===== src/rtl/alu_result_buffer_if.sv =====
// ----------------------------------------------------------------------------
// alu_result_buffer_if
// Purpose : bundles the ALU-side input handshake and the writeback-side output
//           handshake of alu_result_buffer.
// Signals : in_valid/in_ready, alu_result, alu_flags, br_cond   (ALU -> buffer)
//           out_valid/out_ready, out_result, out_flags,
//           out_branch_taken                                (buffer -> writeback)
// Modports: master - the environment (drives ALU inputs and out_ready)
//           slave  - the buffer itself
//
// Handshake: a transfer happens on a rising clk edge where valid and ready are
// both 1. The sender holds valid and payload stable until that edge.
// ready may be observed by the sender before it raises valid. The buffer's
// ready/valid depend only on its registered state and never on the partner's
// valid/ready in the same cycle.
// ----------------------------------------------------------------------------
interface alu_result_buffer_if #(
  parameter int WIDTH = 32
);
  logic             in_valid;
  logic             in_ready;
  logic [WIDTH-1:0] alu_result;
  logic [2:0]       alu_flags;        // {overflow, negative, zero}
  logic [1:0]       br_cond;          // 00 none, 01 beq, 10 bne, 11 bltz
  logic             out_valid;
  logic             out_ready;
  logic [WIDTH-1:0] out_result;
  logic [2:0]       out_flags;
  logic             out_branch_taken;

  modport master (
    output in_valid, alu_result, alu_flags, br_cond, out_ready,
    input  in_ready, out_valid, out_result, out_flags, out_branch_taken
  );

  modport slave (
    input  in_valid, alu_result, alu_flags, br_cond, out_ready,
    output in_ready, out_valid, out_result, out_flags, out_branch_taken
  );
endinterface


===== src/rtl/alu_result_buffer.sv =====
// ----------------------------------------------------------------------------
// alu_result_buffer
// Purpose : small FIFO between the ALU stage and writeback. Each entry holds
//           the ALU result, its flags and a branch decision resolved at push.
// Params  : WIDTH - result width, DEPTH - entries (power of two, >= 2)
// Ports   : clk        - rising-edge clock
//           rst_n      - asynchronous active-low reset
//           bus        - alu_result_buffer_if.slave (both handshakes)
//           flush      - drop all buffered entries on the next edge
//           trap_clear - clear the sticky overflow trap on the next edge
//           ovf_trap   - sticky overflow trap flag
// Config  : ALU_OVF_TRAP_EN - when defined, an overflowing push is not stored;
//           it sets ovf_trap and input stalls until trap_clear. When undefined
//           overflow entries are stored normally and ovf_trap is tied 0.
// ----------------------------------------------------------------------------
module alu_result_buffer #(
  parameter int WIDTH = 32,
  parameter int DEPTH = 2
) (
  input  logic                   clk,
  input  logic                   rst_n,
  alu_result_buffer_if.slave     bus,
  input  logic                   flush,
  input  logic                   trap_clear,
  output logic                   ovf_trap
);
  localparam int PW = $clog2(DEPTH);
  localparam int CW = PW + 1;

  logic [WIDTH-1:0] r_result [DEPTH];
  logic [2:0]       r_flags  [DEPTH];
  logic             r_taken  [DEPTH];
  logic [PW-1:0]    r_wr_ptr;
  logic [PW-1:0]    r_rd_ptr;
  logic [CW-1:0]    r_count;

  logic w_full;
  logic w_out_valid;
  logic w_push;
  logic w_store;
  logic w_pop;
  logic w_trap;
  logic w_taken;

  assign w_full      = (r_count == CW'(DEPTH));
  assign w_out_valid = (r_count != '0);

  // rst_n is folded in so in_ready reads 0 for the whole reset window.
  assign bus.in_ready = rst_n & ~w_full & ~w_trap;

  // flush wins over both handshakes in its cycle.
  assign w_push = bus.in_valid & bus.in_ready & ~flush;
  assign w_pop  = w_out_valid & bus.out_ready & ~flush;

  always_comb begin
    w_taken = 1'b0;
    case (bus.br_cond)
      2'b01:   w_taken = bus.alu_flags[0];
      2'b10:   w_taken = ~bus.alu_flags[0];
      2'b11:   w_taken = bus.alu_flags[1];
      default: w_taken = 1'b0;
    endcase
  end

`ifdef ALU_OVF_TRAP_EN
  logic r_trap;
  logic w_trap_set;

  // An overflowing push is consumed by the handshake but never stored.
  assign w_trap_set = w_push & bus.alu_flags[2];
  assign w_store    = w_push & ~bus.alu_flags[2];
  assign w_trap     = r_trap;
  assign ovf_trap   = r_trap;

  // Set has priority over clear; flush leaves the trap alone.
  always_ff @(posedge clk or negedge rst_n) begin
    if (!rst_n) begin
      r_trap <= 1'b0;
    end else if (w_trap_set) begin
      r_trap <= 1'b1;
    end else if (trap_clear) begin
      r_trap <= 1'b0;
    end
  end
`else
  logic w_unused_trap_clear;

  assign w_store             = w_push;
  assign w_trap              = 1'b0;
  assign ovf_trap            = 1'b0;
  assign w_unused_trap_clear = trap_clear;
`endif

  always_ff @(posedge clk or negedge rst_n) begin
    if (!rst_n) begin
      r_count  <= '0;
      r_wr_ptr <= '0;
      r_rd_ptr <= '0;
      for (int i = 0; i < DEPTH; i++) begin
        r_result[i] <= '0;
        r_flags[i]  <= '0;
        r_taken[i]  <= 1'b0;
      end
    end else if (flush) begin
      r_count  <= '0;
      r_wr_ptr <= '0;
      r_rd_ptr <= '0;
    end else begin
      if (w_store) begin
        r_result[r_wr_ptr] <= bus.alu_result;
        r_flags[r_wr_ptr]  <= bus.alu_flags;
        r_taken[r_wr_ptr]  <= w_taken;
        // DEPTH is a power of two, so the natural PW-bit rollover is the wrap.
        r_wr_ptr           <= r_wr_ptr + PW'(1);
      end
      if (w_pop) begin
        r_rd_ptr <= r_rd_ptr + PW'(1);
      end
      case ({w_store, w_pop})
        2'b10:   r_count <= r_count + CW'(1);
        2'b01:   r_count <= r_count - CW'(1);
        default: r_count <= r_count;
      endcase
    end
  end

  // Outputs are forced to zero whenever the buffer is empty.
  assign bus.out_valid        = w_out_valid;
  assign bus.out_result       = w_out_valid ? r_result[r_rd_ptr] : '0;
  assign bus.out_flags        = w_out_valid ? r_flags[r_rd_ptr]  : '0;
  assign bus.out_branch_taken = w_out_valid ? r_taken[r_rd_ptr]  : 1'b0;
endmodule


===== src/flat_wrapper.sv =====
// flat-port wrapper written by rule: the top's interface ports become plain ports
module alu_result_buffer_flat 
#(
  parameter int WIDTH = 32,
  parameter int DEPTH = 2
)
  (clk, rst_n, flush, trap_clear, ovf_trap, bus_in_valid, bus_alu_result, bus_alu_flags, bus_br_cond, bus_out_ready, bus_in_ready, bus_out_valid, bus_out_result, bus_out_flags, bus_out_branch_taken);
  alu_result_buffer_if #(.WIDTH(WIDTH)) bus_i ();
  input  logic clk;
  input  logic rst_n;
  input  logic flush;
  input  logic trap_clear;
  output logic ovf_trap;
  input wire logic [$bits(bus_i.in_valid)-1:0] bus_in_valid;
  input wire logic [$bits(bus_i.alu_result)-1:0] bus_alu_result;
  input wire logic [$bits(bus_i.alu_flags)-1:0] bus_alu_flags;
  input wire logic [$bits(bus_i.br_cond)-1:0] bus_br_cond;
  input wire logic [$bits(bus_i.out_ready)-1:0] bus_out_ready;
  output wire logic [$bits(bus_i.in_ready)-1:0] bus_in_ready;
  output wire logic [$bits(bus_i.out_valid)-1:0] bus_out_valid;
  output wire logic [$bits(bus_i.out_result)-1:0] bus_out_result;
  output wire logic [$bits(bus_i.out_flags)-1:0] bus_out_flags;
  output wire logic [$bits(bus_i.out_branch_taken)-1:0] bus_out_branch_taken;
  assign bus_i.in_valid = bus_in_valid;
  assign bus_i.alu_result = bus_alu_result;
  assign bus_i.alu_flags = bus_alu_flags;
  assign bus_i.br_cond = bus_br_cond;
  assign bus_i.out_ready = bus_out_ready;
  assign bus_in_ready = bus_i.in_ready;
  assign bus_out_valid = bus_i.out_valid;
  assign bus_out_result = bus_i.out_result;
  assign bus_out_flags = bus_i.out_flags;
  assign bus_out_branch_taken = bus_i.out_branch_taken;
  alu_result_buffer #(.WIDTH(WIDTH), .DEPTH(DEPTH)) u_core (.clk(clk), .rst_n(rst_n), .bus(bus_i), .flush(flush), .trap_clear(trap_clear), .ovf_trap(ovf_trap));
endmodule

===== config.mk =====
export PLATFORM = sky130hd
export DESIGN_NAME = alu_result_buffer_flat
export DESIGN_NICKNAME = d
export VERILOG_FILES = /design/src/rtl/alu_result_buffer_if.sv /design/src/rtl/alu_result_buffer.sv /design/src/flat_wrapper.sv
export SDC_FILE = /design/constraint.sdc
export NUM_CORES = 1
export LEC_CHECK = 0
export BUFFER_PORTS_ARGS = -buffer_cell sky130_fd_sc_hd__buf_2
export CAP_MARGIN = 10
export CORE_ASPECT_RATIO = 1.25
export CORE_UTILIZATION = 34
export CTS_BUF_LIST = sky130_fd_sc_hd__clkbuf_16
export CTS_CLUSTER_SIZE = 30
export DETAILED_ROUTE_END_ITERATION = 16
export PLACE_DENSITY_LB_ADDON = 0.05
export REMOVE_ABC_BUFFERS = 1
export SLEW_MARGIN = 20
export SYNTH_ARGS = -nofsm -noshare
export SYNTH_HDL_FRONTEND = slang
export SYNTH_SLANG_ARGS = --single-unit

===== constraint.sdc =====
create_clock -name clk -period 3.1 [get_ports clk]
set_input_delay 0.62 -clock clk [delete_from_list [all_inputs] [get_ports clk]]
set_output_delay 0.62 -clock clk [all_outputs]
set_load 0.03 [all_outputs]

* Word-level counts from Yosys, hierarchy flattened
Cells that the tools add are included.
** Word-level totals
- Input port bits :: 43
- Logic and storage cells :: 66
- Bits in registers :: 76
** Cells by class
- Equality and inequality tests :: 6
- Multiplexer cells :: 28
- Magnitude comparators :: 3
- $add $sub $neg :: 4
- Bitwise gates (word level) :: 10
- Reductions and logical operators :: 6
** Operator list (count)
- $mux W32 :: 5
- $bwmux W64 :: 1
- $demux W32 S1 :: 1
- $mux W3 :: 5
- $mux W1 :: 9
- $eq A2 B2 Y1 const B :: 4
- $bwmux W6 :: 1
- $reduce_bool A2 Y1 :: 3
- $and A1 B1 Y1 :: 5
- $eq A2 B1 Y1 const B :: 2
- $ge A2 B2 Y1 const B :: 2
- $not A1 Y2 :: 2
- $pmux W2 S2 :: 1
- $demux W3 S1 :: 1
- $not A1 Y1 :: 3
- $pmux W1 S3 :: 1
- $reduce_bool A3 Y1 :: 1
- $add A1 B1 Y1 const B :: 2
- $add A2 B1 Y2 const B :: 1
- $bwmux W2 :: 1
- $lt A2 B1 Y1 const B :: 1
- $mux W2 :: 1
- $reduce_and A2 Y1 :: 1
- $sub A2 B1 Y2 const B :: 1
- 2 further kinds :: 2

* Logic depth before layout (Yosys ltp)
- Depth after elaboration :: 8
- Mapped depth :: 5
- Gate-level depth less buffers :: 3

* Worst setup path after synthesis
No wires, ideal clock.
- Kind :: register to output
- Start :: register u_core.r_rd_ptr
- End :: output port bus_out_result[10]
- Stages on the path, launching flop included :: 5
- Arrival time :: 1.527 ns
- Path slack :: 0.953 ns
- Cell sequence :: dfrtp_1 clkbuf_1 buf_2 mux2i_1 nor2_1
** Between the ends
- Word-level cells in the longest chain between the ends :: 5
** Ends and longest elaborated chain
- start, declared :: line alu_result_buffer.sv:34 : logic [PW-1:0] r_rd_ptr;
- start signal, assigned :: line alu_result_buffer.sv:117 : r_rd_ptr <= r_rd_ptr + PW'(1);
- $not A1 Y2 (implied by the code) :: line alu_result_buffer.sv:129 : assign bus.out_result = w_out_valid ? r_result[r_rd_ptr] : '0;
- $mux W32 (implied by the code) (3 in series) :: line alu_result_buffer.sv:129
- $mux W32 :: line alu_result_buffer.sv:129
- end, declared :: line flat_wrapper.sv:21 : output wire logic [$bits(bus_i.out_result)-1:0] bus_out_result;
No other way between the ends. The select of a mux whose other input is x is not followed.

* Worst setup path in the final report
- Start :: register u_core.r_rd_ptr
- End :: output port bus_out_result[13]
The elaborated chain is that of the path after synthesis.

==> flow_summary.yaml <==
run_status:
  status: "completed"
layout:
  area_growth_pct: 22.24
  drive_gt1_share_pct: 49.71
  postLayoutCellArea_sq_um: 4408
  fin_nets: 382
  antenna_cells: 0
worst_setup_path:
  critical_path_class: "register to output pin"
  crit_required_ns: 2.48
  arrival_ns: 1.80
  end_kind: "output pin"
  cp_max_fo: 23
  crit_path_start_kind: "register"
placed_design:
  gp_congestion: 0.6218
  placed_area_sq_um: 4120
  portBuffers: 79
  hpwl_microns: 4502
  preCtsSetupSlack_ns: 0.8453
die:
  start_util_pct: 35.32
  die_h_microns: 117.1
  die-area_sq_um: 11020
  core_sq_um: 10210
  rows: 41
  io_pins: 82
  die_x_microns: 94.11
sta:
  setup-tns-final_ns: 0
  tightest_slew_ns: 0.7334
  worst_slack_ns: 0.6808
  final_max_slew_viol_count: 0
  setup_viol: 0
  fin_worst_skew_ns: 0.006109
  hold_viol: 0
  final.period_utilization_pct: 78.04
  whs_ns: 0.4486
  rsz0062_at_grt: "no"
  slew_headroom_pct: 51.11
  max_freq_ghz: 0.4134
  period_minus_slack_ns: 2.419
drt:
  final_antenna_net_count: 0
  wire_per_inst_microns: 15.73
  first_pass_iters: 4
  dr.first_iter.drc_count: 39
  drc: 0
  via_count: 2285
  viasPerCell: 4.831
  drt_wl_total_microns: 7440
clocking:
  clock_sinks: 76
  clk_latency_ns: 0.32
  cts-root-buf: "clkbuf_16"
  cts.path.max_buffers: 2
  cts.repair.resized: 0
  postCtsSetupBuffers: 0
  hold_buffers: 0
  cts_inserted_buffers: 9
  cts.clk_slew.worst_paths_ns: 0.06
  cts_tree: "built"
  htree_levels: 3
power:
  leakagePower_uw: 0.002141
  intPower_uw: 2177
  clkPwrFrac_pct: 33.6
  p_per_area_nw_per_um2: 672.1
  p_sw_share_pct: 26.51
  power.switching_uw: 785.4
  combPwrFrac_pct: 21.0
  seq_power_share_pct: 45.4
  irDropWorstVdd_mv: 0.2607
run:
  drv_cap: 0
yosys:
  synth.most_common_cell: "dfrtp_1"
  synth-seq-cells: 76
  yosys-top-cells-area: "dfrtp_1 (53%), mux2_2 (12%), mux2_4 (12%)"
  synth.yosys.warnings: 0
  synth_top_area_cell: "dfrtp_1"
  ys_seq_area_share_pct: 52.74
  synth_cell_type_count: 29
  syn-mean-instance-area_sq_um: 13.82
  synthArstFlopShare_pct: 100.0
  ys.flop_type: "dfrtp_1"
  synthTopCellsByCount: "dfrtp_1 (76), mux2_2 (40), nor2_1 (38)"
  syn_inst: 261
  netlist_area_sq_um: 3606
  synth_edf_count: 0
  yosysTopAreaCellShare_pct: 52.74
worst_hold_path:
  hp-class: "primary input to async pin"
grt:
  grt_max_degree: 80
  groute.usage.overall_pct: 14.55
  grt_pass1_wl_microns: 12020
  grt_pass1_vias: 2302
  grt-ovfl-total: 0
  antenna_found_initial: 1
[worst max-delay path: stages (launching register included)]
cell and delay (ns):
dfrtp_2 0.69, buf_12 0.27, mux2i_1 0.22, nor2_1 0.07, buf_2 0.18
[worst paths after layout]
check	slack, ns	startpoint	depth (start not counted)	to
max	0.68	u_core.r_rd_ptr	4	bus_out_result[13]
min	0.45	rst_n	2	u_core.r_result[61]
max reg2reg	1.06	u_core.r_count[1]	3	u_core.r_result[57]
min reg2reg	0.50	u_core.r_result[16]	1	u_core.r_result[16]
max in group asynchronous	2.14	rst_n	2	u_core.r_rd_ptr
min in group clk	0.50	u_core.r_result[16]	1	u_core.r_result[16]
[power by group through the flow]
stage | combinational (uW) | clock, uW | sequential, uW
6_report | 622 | 997 | 1340
2_1_floorplan | 471 | 0 | 1330
3_5_place_dp | 633 | 0 | 1360
4_1_cts | 634 | 1030 | 1340
5_1_grt | 682 | 1080 | 1380
3_3_place_gp | 619 | 0 | 1360
[layout make-up]
type / instances / area, sq um
Timing Repair Buffer: 83 / 456.7
Clock inverter: 7 / 58.81
Fill cell: 1002 / 5801
Inverter: 2 / 7.507
Multi-Input combinational cell: 167 / 1595
Clock buffer: 9 / 225.2
Tap cell: 129 / 161.4
Sequential cell: 76 / 1903
[logic make-up after synthesis]
family                 count (synthesis)  synth area share, %
multiplexers                         109                35.88
other                                  1               0.1040
flip-flops                            76                52.74
AO/OA/AOI/OAI                          9                1.562
AND/OR/NAND/NOR                       47                6.246
buffers and inverters                 18                3.227
XOR/XNOR                               1               0.2429
[through the flow]
stage                     power, uW  cells  utilization (%)
after floorplan                1802    245                -
after global placement         1974    457            40.36
after detailed placement       1993    457            40.36
after CTS                      3011    473            43.14
after global routing           3137    473            43.18
final                          2963    473            43.18
[per-layer routing]
metal | share of wire (%) | routed length, microns | vias to the layer above | GRT usage (%)
met3 | 5.0 | 373 | 7 | 4.328
li1 | - | - | 1067 | -
met5 | 0.13 | 10 | - | 0
met2 | 48 | 3605 | 51 | 23.55
met1 | 46 | 3390 | 1158 | 18.61
met4 | 0.82 | 61 | 2 | 4.923
[cells in the final DEF (no fill, tap or decap), drive strengths merged]
| cell | count |
|---|---|
| clkinv | 4 |
| mux2i | 37 |
| a32oi | 1 |
| nand2 | 1 |
| nor2b | 2 |
| or3 | 1 |
| o211ai | 1 |
| a21oi | 2 |
| o21ai | 2 |
| xor2 | 1 |
| or4 | 1 |
| mux2 | 72 |
| nand3 | 1 |
| nor4b | 1 |
| nor2 | 38 |
| dfrtp | 76 |
| nand3b | 1 |
| o21bai | 1 |
| clkinvlp | 1 |
| inv | 3 |
| clkbuf | 9 |
| buf | 83 |
| conb | 1 |
| and4b | 1 |
| a31oi | 2 |
| bufinv | 1 |
[flip-flops by register name (all words and copies together), names as in the netlist]
signal           count
u_core.r_result     64
u_core.r_flags       6
u_core.r_count       2
u_core.r_taken       2
u_core.r_rd_ptr      1
u_core.r_wr_ptr      1
Note: power is estimated with default switching activity, not from simulation.
